$ cat config.mk
export PLATFORM = sky130hd
export DESIGN_NAME = decade_step_sequencer_flat
export DESIGN_NICKNAME = d
export VERILOG_FILES = /design/src/rtl/decade_step_sequencer_if.sv /design/src/rtl/decade_step_sequencer.sv /design/src/flat_wrapper.sv
export SDC_FILE = /design/constraint.sdc
export NUM_CORES = 1
export LEC_CHECK = 0
export BUFFER_PORTS_ARGS = -buffer_cell sky130_fd_sc_hd__buf_2
export CAP_MARGIN = 40
export CORE_MARGIN = 4
export CORE_UTILIZATION = 40
export DETAILED_ROUTE_END_ITERATION = 10
export GPL_TIMING_DRIVEN = 0
export HOLD_SLACK_MARGIN = 0.15
export SLEW_MARGIN = 5
export SYNTH_ARGS = -nofsm -noshare
export SYNTH_HDL_FRONTEND = slang
export SYNTH_SLANG_ARGS = --single-unit
$ cat constraint.sdc
create_clock -name cp -period 2.6 [get_ports cp]
set_input_delay 0.65 -clock cp [delete_from_list [all_inputs] [get_ports cp]]
set_output_delay 0.65 -clock cp [all_outputs]
set_load 0.05 [all_outputs]
$ cat src/rtl/decade_step_sequencer_if.sv
// Control/status bundle for decade_step_sequencer; master drives controls, slave is the sequencer.
// The pause signal exists only when DECADE_SEQ_PAUSE_EN is defined.
interface decade_step_sequencer_if #(
  parameter int unsigned DWELL_W = 8
);
  logic               start;
  logic               stop;
  logic               loop_mode;
  logic [3:0]         last_step;
  logic [DWELL_W-1:0] dwell;
`ifdef DECADE_SEQ_PAUSE_EN
  logic               pause;
`endif
  logic [9:0]         step_q;
  logic [3:0]         step_idx;
  logic               busy;
  logic               adv;
  logic               done;
  logic               carry_out;

`ifdef DECADE_SEQ_PAUSE_EN
  modport master (
    output start, stop, loop_mode, last_step, dwell, pause,
    input  step_q, step_idx, busy, adv, done, carry_out
  );
  modport slave (
    input  start, stop, loop_mode, last_step, dwell, pause,
    output step_q, step_idx, busy, adv, done, carry_out
  );
`else
  modport master (
    output start, stop, loop_mode, last_step, dwell,
    input  step_q, step_idx, busy, adv, done, carry_out
  );
  modport slave (
    input  start, stop, loop_mode, last_step, dwell,
    output step_q, step_idx, busy, adv, done, carry_out
  );
`endif
endinterface

$ cat src/rtl/decade_step_sequencer.sv
// Programmable one-hot decade step sequencer (4017-style) with dwell, loop and stop control.
// Define DECADE_SEQ_PAUSE_EN to add the pause input and PAUSE state.
module decade_step_sequencer #(
  parameter int unsigned DWELL_W = 8,
  parameter int unsigned NSTEPS  = 10
) (
  input  logic                  cp,
  input  logic                  mr,
  decade_step_sequencer_if.slave bus
);
  localparam int unsigned       IDX_W    = 4;
  localparam int unsigned       HALF     = NSTEPS / 2;
  localparam logic [IDX_W-1:0]  LAST_IDX = IDX_W'(NSTEPS - 1);

`ifdef DECADE_SEQ_PAUSE_EN
  typedef enum logic [1:0] {S_IDLE = 2'd0, S_RUN = 2'd1, S_PAUSE = 2'd2} state_e;
`else
  typedef enum logic {S_IDLE = 1'b0, S_RUN = 1'b1} state_e;
`endif

  state_e             state_q, state_d;
  logic [NSTEPS-1:0]  onehot_q, onehot_d;
  logic [IDX_W-1:0]   idx_q, idx_d;
  logic [IDX_W-1:0]   last_q, last_d;
  logic [IDX_W-1:0]   last_clamped;
  logic [DWELL_W-1:0] cnt_q, cnt_d;
  logic [DWELL_W-1:0] dwell_q, dwell_d;
  logic               loop_q, loop_d;
  logic               busy_q, busy_d;
  logic               adv_q, adv_d;
  logic               done_q, done_d;
  logic               carry_q, carry_d;

  // Next-state and output decode; shadow config is only written on a run start.
  always_comb begin
    state_d      = state_q;
    onehot_d     = onehot_q;
    idx_d        = idx_q;
    last_d       = last_q;
    cnt_d        = cnt_q;
    dwell_d      = dwell_q;
    loop_d       = loop_q;
    busy_d       = busy_q;
    adv_d        = 1'b0;
    done_d       = 1'b0;
    last_clamped = (bus.last_step > LAST_IDX) ? LAST_IDX : bus.last_step;

    unique case (state_q)
      S_IDLE: begin
        if (bus.start && !bus.stop) begin
          state_d  = S_RUN;
          loop_d   = bus.loop_mode;
          last_d   = last_clamped;
          dwell_d  = bus.dwell;
          cnt_d    = bus.dwell;
          onehot_d = NSTEPS'(1);
          idx_d    = '0;
          busy_d   = 1'b1;
        end
      end
      default: begin
        if (bus.stop) begin
          state_d  = S_IDLE;
          onehot_d = '0;
          idx_d    = '0;
          cnt_d    = '0;
          busy_d   = 1'b0;
        end
`ifdef DECADE_SEQ_PAUSE_EN
        else if (bus.pause) begin
          state_d = S_PAUSE;
        end
`endif
        else begin
          // A resume edge out of PAUSE counts as a normal run cycle.
          state_d = S_RUN;
          if (cnt_q != '0) begin
            cnt_d = cnt_q - DWELL_W'(1);
          end else if (idx_q != last_q) begin
            onehot_d = {onehot_q[NSTEPS-2:0], onehot_q[NSTEPS-1]};
            idx_d    = idx_q + IDX_W'(1);
            cnt_d    = dwell_q;
            adv_d    = 1'b1;
          end else if (loop_q) begin
            onehot_d = NSTEPS'(1);
            idx_d    = '0;
            cnt_d    = dwell_q;
            adv_d    = 1'b1;
          end else begin
            state_d  = S_IDLE;
            onehot_d = '0;
            idx_d    = '0;
            busy_d   = 1'b0;
            done_d   = 1'b1;
          end
        end
      end
    endcase

    carry_d = ~|onehot_d[NSTEPS-1:HALF];
  end

  // State and output registers.
  always_ff @(posedge cp or posedge mr) begin
    if (mr) begin
      state_q  <= S_IDLE;
      onehot_q <= '0;
      idx_q    <= '0;
      last_q   <= '0;
      cnt_q    <= '0;
      dwell_q  <= '0;
      loop_q   <= 1'b0;
      busy_q   <= 1'b0;
      adv_q    <= 1'b0;
      done_q   <= 1'b0;
      carry_q  <= 1'b1;
    end else begin
      state_q  <= state_d;
      onehot_q <= onehot_d;
      idx_q    <= idx_d;
      last_q   <= last_d;
      cnt_q    <= cnt_d;
      dwell_q  <= dwell_d;
      loop_q   <= loop_d;
      busy_q   <= busy_d;
      adv_q    <= adv_d;
      done_q   <= done_d;
      carry_q  <= carry_d;
    end
  end

  assign bus.step_q    = onehot_q;
  assign bus.step_idx  = idx_q;
  assign bus.busy      = busy_q;
  assign bus.adv       = adv_q;
  assign bus.done      = done_q;
  assign bus.carry_out = carry_q;
endmodule

$ cat src/flat_wrapper.sv
// flat-port wrapper written by rule: the top's interface ports become plain ports
module decade_step_sequencer_flat 
#(
  parameter int unsigned DWELL_W = 8,
  parameter int unsigned NSTEPS  = 10
)
  (cp, mr, bus_start, bus_stop, bus_loop_mode, bus_last_step, bus_dwell, bus_step_q, bus_step_idx, bus_busy, bus_adv, bus_done, bus_carry_out);
  decade_step_sequencer_if #(.DWELL_W(DWELL_W)) bus_i ();
  input  logic cp;
  input  logic mr;
  input wire logic [$bits(bus_i.start)-1:0] bus_start;
  input wire logic [$bits(bus_i.stop)-1:0] bus_stop;
  input wire logic [$bits(bus_i.loop_mode)-1:0] bus_loop_mode;
  input wire logic [$bits(bus_i.last_step)-1:0] bus_last_step;
  input wire logic [$bits(bus_i.dwell)-1:0] bus_dwell;
  output wire logic [$bits(bus_i.step_q)-1:0] bus_step_q;
  output wire logic [$bits(bus_i.step_idx)-1:0] bus_step_idx;
  output wire logic [$bits(bus_i.busy)-1:0] bus_busy;
  output wire logic [$bits(bus_i.adv)-1:0] bus_adv;
  output wire logic [$bits(bus_i.done)-1:0] bus_done;
  output wire logic [$bits(bus_i.carry_out)-1:0] bus_carry_out;
  assign bus_i.start = bus_start;
  assign bus_i.stop = bus_stop;
  assign bus_i.loop_mode = bus_loop_mode;
  assign bus_i.last_step = bus_last_step;
  assign bus_i.dwell = bus_dwell;
  assign bus_step_q = bus_i.step_q;
  assign bus_step_idx = bus_i.step_idx;
  assign bus_busy = bus_i.busy;
  assign bus_adv = bus_i.adv;
  assign bus_done = bus_i.done;
  assign bus_carry_out = bus_i.carry_out;
  decade_step_sequencer #(.DWELL_W(DWELL_W), .NSTEPS(NSTEPS)) u_core (.cp(cp), .mr(mr), .bus(bus_i));
endmodule
==> impl_metrics.env, run 1 <==
export IMPL_power_density_mw_per_mm2=1020
export IMPL_max_cap_violations=0
export IMPL_drt_met1_wl_um=2070
export IMPL_dp_hpwl_um=3200
export IMPL_synth_edf_count=0
export IMPL_peakVddDrop_uv=493
export IMPL_fmax_ghz=0.433
export IMPL_crit_family="compound AO/OA/AOI/OAI gates"
export IMPL_cp_slowest_stage_delay_ps=510
export IMPL_clk_path_buf_depth=2
export IMPL_cts_max_level=2
export IMPL_synth_top_area_share_pct=50.4
export IMPL_cts_resized=0
export IMPL_hold_viol=0
export IMPL_n_antenna_cell=0
export IMPL_cp_start_kind="flop"
export IMPL_crit_path_cell_trace="inv_1 > ha_1 > nor4b_1 > a311oi_1 > buf_2 > clkbuf_1 > o21ai_0 > o21ai_0"
export IMPL_route_met2_wl_um=2010
export IMPL_synth_most_common_cell="dfrtp_1"
export IMPL_drive_above_1_share_pct=23.7
export IMPL_finalPower_w=0.00233
export IMPL_synthArstFlopShare_pct=100
export IMPL_wirelength_um=4350
export IMPL_crit_slowest_cell="a311oi_1"
export IMPL_fin_util_pct=48.9
export IMPL_critPathMaxFanout=10
export IMPL_fin_crit_ps=2310
export IMPL_critPathMostFrequentCell="o21ai_0"
export IMPL_slew_limit_headroom_pct=52.6
export IMPL_period_share_pct=88.8
export IMPL_rsz0062_at_grt="no"
export IMPL_place_gp_congestion=0.829
export IMPL_grtUsageTotal_pct=16.4
export IMPL_boundaryPins=35
export IMPL_syn_num_nets=211
export IMPL_ctsHoldBuffers=0
export IMPL_die_h_um=77.6
export IMPL_ant_nets=0
export IMPL_grt_pass1_vias=1625
export IMPL_cts_setup_buffers=0
export IMPL_grt_pass1_wl_um=7800
export IMPL_fp_dieW_um=77.6
export IMPL_grt_max_degree=29
export IMPL_core_area_mm2=0.00469
export IMPL_outcome="completed"
export IMPL_die_area_mm2=0.00602
export IMPL_synth_common_cells="dfrtp_1, nand2_1, a22o_1"
export IMPL_cts_root_buf="clkbuf_8"
export IMPL_cts_tree="yes"
export IMPL_antenna_found_initial=0
export IMPL_leakage_nw=1.14
export IMPL_layout_nets=254
export IMPL_wl_met3_um=220
export IMPL_initial_core_util_pct=41.3
export IMPL_row_count=25
export IMPL_avgSynthCellArea_um2=10.1
export IMPL_crit_required_ps=2810
export IMPL_postSynthCellCount=192
export IMPL_worstSkewPairLatency_ps=280
export IMPL_dr_first_iter_drc_count=56
export IMPL_top_layer="met4"
export IMPL_path_buf_inv=3
export IMPL_path_class="flop to flop"
export IMPL_slew_violations=0
export IMPL_min_path_type="primary input to async pin"
export IMPL_via_count=1553
export IMPL_setup_viol=0
export IMPL_grt_overflow_total=0
export IMPL_clk_pin_slew_worst_paths_ps=80
export IMPL_crit_path_end_kind="flop"
export IMPL_yosysSeqAreaShare_pct=51.7
export IMPL_numPortBuffers=34
export IMPL_clock_skew_ps=7.20
export IMPL_cp_arrival_ps=2520
export IMPL_drt_pass1_iterations=4
export IMPL_synth_cell_types=47
export IMPL_numCtsBuffers=5
export IMPL_ys_flop_type="dfrtp_1"
export IMPL_worst_slew_pin_slew_ps=710
export IMPL_drc=0
export IMPL_area_growth_pct=18.3
export IMPL_numClockSinks=40
export IMPL_synth_top_area_cell="dfrtp_1"
export IMPL_netlist_area_mm2=0.00194
export IMPL_yosysWarnings=0
export IMPL_synth_area_leaders="dfrtp_1, a22o_1, nand2_1"
export IMPL_viasPerCell=5.36
export IMPL_ys_ff_latch=40
export IMPL_wl_per_cell_um=15.0
[power breakdown]
group / total, W / switching [W] / internal, W
sequential: 0.000977 / 0.000162 / 0.000815
combinational: 0.000933 / 0.000562 / 0.000371
clock: 0.000420 / 0.000208 / 0.000212
total: 0.00233 / 0.000932 / 0.00140
[per-stage QoR]
stage	setup slack, ps	hold slack [ps]	cells	setup TNS (ps)	instance area [um2]
global placement	-56.1	459	280	-61.4	2170
global route	81.6	312	290	0	2290
finish	290	309	290	0	2290
floorplan	308	446	192	0	1940
CTS	282	308	290	0	2290
detailed placement	101	470	282	0	2200
[area by class of cell]
cell class | count | area, um2
Buffer | 8 | 42.5
Clock buffer | 6 | 82.6
Clock inverter | 2 | 10.0
Fill cell | 454 | 2400
Inverter | 6 | 22.5
Multi-Input combinational cell | 138 | 870
Sequential cell | 40 | 1000
Tap cell | 54 | 67.6
Timing Repair Buffer | 36 | 195
[cells in the final DEF (no fill, tap or decap), drive strengths merged, types with 5 or more instances in the layout]
cell	Yosys	final
nor2	11	11
clkbuf	5	11
a21oi	5	5
nor3	6	6
inv	5	5
nand2	37	37
nor3b	5	5
a22o	16	16
o21ai	14	14
buf	3	39
dfrtp	39	39
[path summary, 6_finish.rpt]
| kind | startpoint | endpoint | slack [ps] | cells past startpoint |
|---|---|---|---|---|
| setup / recovery | u_core.cnt_q[0] | u_core.bus.step_idx[2] | 290 | 8 |
| hold / removal | mr | u_core.dwell_q[6] | 310 | 2 |
| setup reg to reg | u_core.cnt_q[0] | u_core.bus.step_idx[2] | 290 | 8 |
| hold reg to reg | u_core.dwell_q[0] | u_core.dwell_q[0] | 480 | 2 |
| max in group asynchronous | mr | u_core.bus.carry_out | 1780 | 3 |
| min in group cp | u_core.dwell_q[0] | u_core.dwell_q[0] | 480 | 2 |
[per-layer routing]
metal,global-route usage (%),up-vias
met5,0,-
met4,6.05,0
met3,4.52,4
met2,25.9,30
met1,21.3,746
li1,-,773
[registers in the layout, indices dropped and copies added, names as in the netlist]
signal / cells
u_core.dwell_q: 8
u_core.bus.step_q: 10
u_core.last_q: 4
u_core.loop_q: 1
u_core.state_q: 1
u_core.bus.carry_out: 1
u_core.bus.done: 1
u_core.cnt_q: 8
u_core.bus.adv: 1
u_core.bus.step_idx: 4
u_core.bus.busy: 1
[cell families after synthesis]
group,share of synthesized area [%]
flip-flops,51.7
AND/OR/NAND/NOR,19.9
adder cells (fa/ha/maj),1.29
AO/OA/AOI/OAI,20.3
buffers and inverters,3.36
XOR/XNOR,1.81
multiplexers,1.61
Note: power is estimated with default switching activity, not from simulation.
==> inputs of run 2 (changes only) <==
Settings changed: CELL_PAD_IN_SITES_DETAIL_PLACEMENT set to 2, CELL_PAD_IN_SITES_GLOBAL_PLACEMENT set to 2, CORE_UTILIZATION 40 to 37, PLACE_DENSITY_LB_ADDON set to 0.1.
Clock period 2.6 ns to 2.8 ns, I/O delays scaled along.
==> run 2 against run 1 <==
  * Clock skew rose by 0.81 ps
  * Final cell count increased by 5.5%
  * Maximum frequency fell by 9.5%
  * Count of clock-buffer cells in the layout did not move
  * Core utilization is 2.4 points lower
  * Wire length grew 38%
  * Global-route usage up 3.4 points
  * Setup slack worse by 42 ps
  * Critical path type unchanged
  * Critical endpoint unchanged
  * Largest power group is now combinational logic
==> impl_metrics.env, run 2 (synthesis results as in run 1) <==
export IMPL_outcome="completed"
export IMPL_crit_path_end_kind="flop"
export IMPL_setup_viol=0
export IMPL_power_density_mw_per_mm2=1030
export IMPL_numCtsBuffers=5
export IMPL_fmax_ghz=0.392
export IMPL_antenna_found_initial=0
export IMPL_cts_root_buf="clkbuf_8"
export IMPL_numPortBuffers=34
export IMPL_setup_tns_final_ps=0
export IMPL_postPlaceCellArea_mm2=0.00222
export IMPL_cts_setup_buffers=0
export IMPL_period_share_pct=91.1
export IMPL_boundaryPins=35
export IMPL_layout_commonest_cell="dfrtp_1"
export IMPL_place_gp_congestion=0.816
export IMPL_crit_required_ps=3020
export IMPL_grt_max_degree=30
export IMPL_worst_slew_pin_slew_ps=664
export IMPL_area_growth_pct=21.8
export IMPL_numClockSinks=40
export IMPL_grt_overflow_total=0
export IMPL_dp_hpwl_um=4400
export IMPL_path_class="flop to flop"
export IMPL_slew_limit_headroom_pct=55.6
export IMPL_core_area_mm2=0.00507
export IMPL_min_path_type="primary input to async pin"
export IMPL_grtUsageTotal_pct=19.8
export IMPL_cp_start_kind="flop"
export IMPL_die_area_mm2=0.00646
export IMPL_hold_viol=0
export IMPL_fin_cells=306
export IMPL_critPathMaxFanout=10
export IMPL_drt_pass1_iterations=4
export IMPL_row_count=26
export IMPL_finalPower_w=0.00243
export IMPL_dr_first_iter_drc_count=27
export IMPL_clock_skew_ps=8.01
export IMPL_layout_common_cells="dfrtp_1, nand2_1, buf_2"
export IMPL_via_count=1678
export IMPL_fp_dieW_um=80.4
export IMPL_cts_max_level=2
export IMPL_wl_per_cell_um=19.6
export IMPL_cp_arrival_ps=2770
export IMPL_grt_pass1_wl_um=9600
export IMPL_viasPerCell=5.48
export IMPL_initial_core_util_pct=38.2
export IMPL_largest_register_ffs=10
export IMPL_clk_path_buf_depth=2
export IMPL_drc=0
export IMPL_wirelength_um=5990
export IMPL_peakVddDrop_uv=437
export IMPL_fin_crit_ps=2550
export IMPL_die_h_um=80.4
export IMPL_worstSkewPairLatency_ps=290
export IMPL_ant_nets=0
export IMPL_cts_tree="yes"
export IMPL_leakage_nw=1.15
export IMPL_layout_nets=254
export IMPL_n_antenna_cell=0
export IMPL_placed_cells=298
export IMPL_fin_area_mm2=0.00236
export IMPL_grt_pass1_vias=1856
export IMPL_slew_violations=0
export IMPL_max_cap_violations=0
export IMPL_clk_pin_slew_worst_paths_ps=80
export IMPL_rsz0062_at_grt="no"
export IMPL_drive_above_1_share_pct=23.7
## run 2: cell count changes in the layout (fill, tap and decap cells not counted)
cell,before,now
bufinv_16,0,2
clkbuf_8,6,5
clkbuf_1,5,6
nor4b_2,0,1
clkinv_2,2,0
nor4b_1,1,0
## run 2: layout make-up
cell class | instances | area [um2]
Clock inverter | 2 | 60.1
Buffer | 8 | 42.5
Timing Repair Buffer | 36 | 195
Sequential cell | 40 | 1000
Multi-Input combinational cell | 138 | 876
Inverter | 6 | 22.5
Tap cell | 70 | 87.6
Clock buffer | 6 | 72.6
Fill cell | 564 | 2720
## run 2: report_power, final
group          switching, W  internal [W]  leakage [nW]
sequential         0.000175      0.000757         0.516
clock              0.000208      0.000357        0.0654
combinational      0.000584      0.000349         0.572
## run 2: final timing paths
kind / from / to / slack, ps / cells after the start
min in group cp: u_core.dwell_q[2] / u_core.dwell_q[2] / 490 / 2
worst min-delay path: mr / u_core.bus.step_q[2] / 340 / 2
max in group asynchronous: mr / u_core.dwell_q[6] / 2010 / 3
worst max-delay path: u_core.cnt_q[0] / u_core.bus.step_idx[2] / 250 / 8
worst min register to register: u_core.dwell_q[2] / u_core.dwell_q[2] / 490 / 2
worst max register to register: u_core.cnt_q[0] / u_core.bus.step_idx[2] / 250 / 8
## run 2: metrics by stage
step	util (%)	hold WS [ps]	setup slack, ps
finish	46.5	339	248
floorplan	-	446	458
CTS	46.4	339	172
detailed placement	43.7	476	158
global route	46.5	339	84.1
global placement	43.2	461	178
## run 2: worst max-delay path, cell delays in order (launching register included)
cell,delay (ps)
dfrtp_1,410
inv_1,60
ha_1,220
nor4b_2,190
a311oi_1,610
buf_2,270
clkbuf_1,400
o21ai_0,210
o21ai_0,110
## run 2: timing repair
action	CTS	global route
resized for setup	0	1
endpoints found under the setup margin	0	1
hold buffers	0	0
## run 2: layer usage
layer	GRT usage, %	wire length, um
met1	22.3	2420
met2	38.1	3290
met3	3.48	214
met4	4.56	68
met5	0	0
==> inputs of run 3 (changes only) <==
Settings changed: CORE_UTILIZATION 37 to 30.
==> run 3 against run 2 <==
  * Wire length shrank 3.1%
  * First-iteration DRC count grew to 3.3 times the previous value
  * Clock power fell by 6.9%
  * Largest power group unchanged
  * Highest routed layer unchanged
==> impl_metrics.env, run 3 (synthesis results as in run 1) <==
export IMPL_outcome="completed"
export IMPL_top_layer="met4"
export IMPL_crit_required_ps=3000
export IMPL_ctsHoldBuffers=0
export IMPL_min_path_type="primary input to async pin"
export IMPL_largest_register_ffs=10
export IMPL_hold_viol=0
export IMPL_fillCellCount=716
export IMPL_drive_above_1_share_pct=24.6
export IMPL_grt_max_degree=24
export IMPL_worstReg2RegEnd="u_core.bus.step_idx[2]"
export IMPL_clk_pin_slew_worst_paths_ps=80
export IMPL_wirelength_um=5800
export IMPL_layout_commonest_cell="dfrtp_1"
export IMPL_crit_path_end="u_core.bus.step_idx[2]"
export IMPL_grt_pass1_vias=1814
export IMPL_place_gp_congestion=0.811
export IMPL_clk_path_buf_depth=2
export IMPL_antenna_found_initial=0
export IMPL_worst_slew_pin_slew_ps=849
export IMPL_cts_resized=0
export IMPL_numClockSinks=40
export IMPL_critPathMaxFanout=6
export IMPL_wl_per_cell_um=18.5
export IMPL_drc=0
export IMPL_cts_tree="yes"
export IMPL_die_area_mm2=0.00781
export IMPL_power_density_mw_per_mm2=1000
export IMPL_row_count=29
export IMPL_cts_setup_buffers=0
export IMPL_period_share_pct=88.0
export IMPL_setup_viol=0
export IMPL_max_cap_violations=0
export IMPL_layout_common_cells="dfrtp_1, nand2_1, buf_2"
export IMPL_reg2reg_slack_ps=340
export IMPL_clock_skew_ps=9.46
export IMPL_r2r_cells=7
export IMPL_core_area_mm2=0.00631
export IMPL_via_count=1637
export IMPL_cts_root_buf="clkbuf_8"
export IMPL_grt_overflow_total=0
export IMPL_cp_start_kind="primary input"
export IMPL_startpoint="bus_stop"
export IMPL_dr_first_iter_drc_count=90
export IMPL_r2r_start="u_core.state_q"
export IMPL_die_h_um=88.4
export IMPL_grt_pass1_wl_um=9580
export IMPL_drt_met1_wl_um=2680
export IMPL_area_growth_pct=22.2
export IMPL_n_antenna_cell=0
export IMPL_route_met2_wl_um=2740
export IMPL_fin_crit_ps=2460
export IMPL_placed_cells=305
export IMPL_fin_cells=313
export IMPL_postPlaceCellArea_mm2=0.00223
export IMPL_fp_dieW_um=88.4
export IMPL_setup_tns_final_ps=0
export IMPL_finalPower_w=0.00237
export IMPL_layout_nets=254
export IMPL_worstSkewPairLatency_ps=300
export IMPL_slew_limit_headroom_pct=43.3
export IMPL_cts_max_level=2
export IMPL_peakVddDrop_uv=280
export IMPL_drt_pass1_iterations=4
export IMPL_fmax_ghz=0.406
export IMPL_path_class="primary input to flop"
export IMPL_wl_met3_um=261
export IMPL_rsz0062_at_grt="no"
export IMPL_boundaryPins=35
export IMPL_crit_path_end_kind="flop"
export IMPL_cp_arrival_ps=2660
export IMPL_leakage_nw=1.15
export IMPL_fin_util_pct=37.5
export IMPL_ant_nets=0
export IMPL_initial_core_util_pct=30.7
export IMPL_viasPerCell=5.23
export IMPL_grtUsageTotal_pct=16.2
export IMPL_numPortBuffers=34
export IMPL_dp_hpwl_um=4310
export IMPL_slew_violations=0
export IMPL_fin_area_mm2=0.00237
export IMPL_numCtsBuffers=5
run 3: stage by stage:
| step | setup WS [ps] | hold slack [ps] |
|---|---|---|
| global placement | 46.2 | 460 |
| floorplan | 458 | 446 |
| global route | 50.1 | 417 |
| detailed placement | -37.2 | 468 |
| CTS | 131 | 403 |
| finish | 335 | 386 |
run 3: how the worst min path moves through the flow:
stage	startpoint	end	slack (ps)	depth (start not counted)
3_5_place_dp	u_core.dwell_q[5]	u_core.dwell_q[5]	470	2
4_1_cts	mr	u_core.bus.step_q[7]	400	2
2_1_floorplan	u_core.dwell_q[6]	u_core.dwell_q[6]	450	2
3_3_place_gp	u_core.dwell_q[2]	u_core.dwell_q[2]	460	2
5_1_grt	mr	u_core.bus.step_q[7]	420	2
6_report	mr	u_core.bus.step_q[7]	390	2
run 3: per-layer routing:
metal,vias to the layer above,global-route usage (%)
met2,39,25.0
li1,774,-
met3,13,3.35
met5,-,0
met1,811,22.2
met4,0,6.18
run 3: worst max-delay path, stage by stage:
cell and delay, ps:
buf_2 140, nor3b_1 700, a311oi_2 190, buf_2 230, nor3b_1 390, nand2_1 90
o21ai_0 220
run 3: area by class of cell:
class                           instances  area (um2)  area share, %
Timing Repair Buffer                   36         195           8.25
Inverter                                6        22.5          0.951
Buffer                                  8        42.5           1.80
Multi-Input combinational cell        138         882           37.3
Sequential cell                        40        1000           42.3
Clock buffer                            7        96.3           4.07
Clock inverter                          1        30.0           1.27
Tap cell                               77        96.3           4.07
run 3: power breakdown:
group	switching (W)	internal (W)	total, W
combinational	0.000580	0.000352	0.000932
clock	0.000212	0.000315	0.000526
sequential	0.000158	0.000757	0.000915
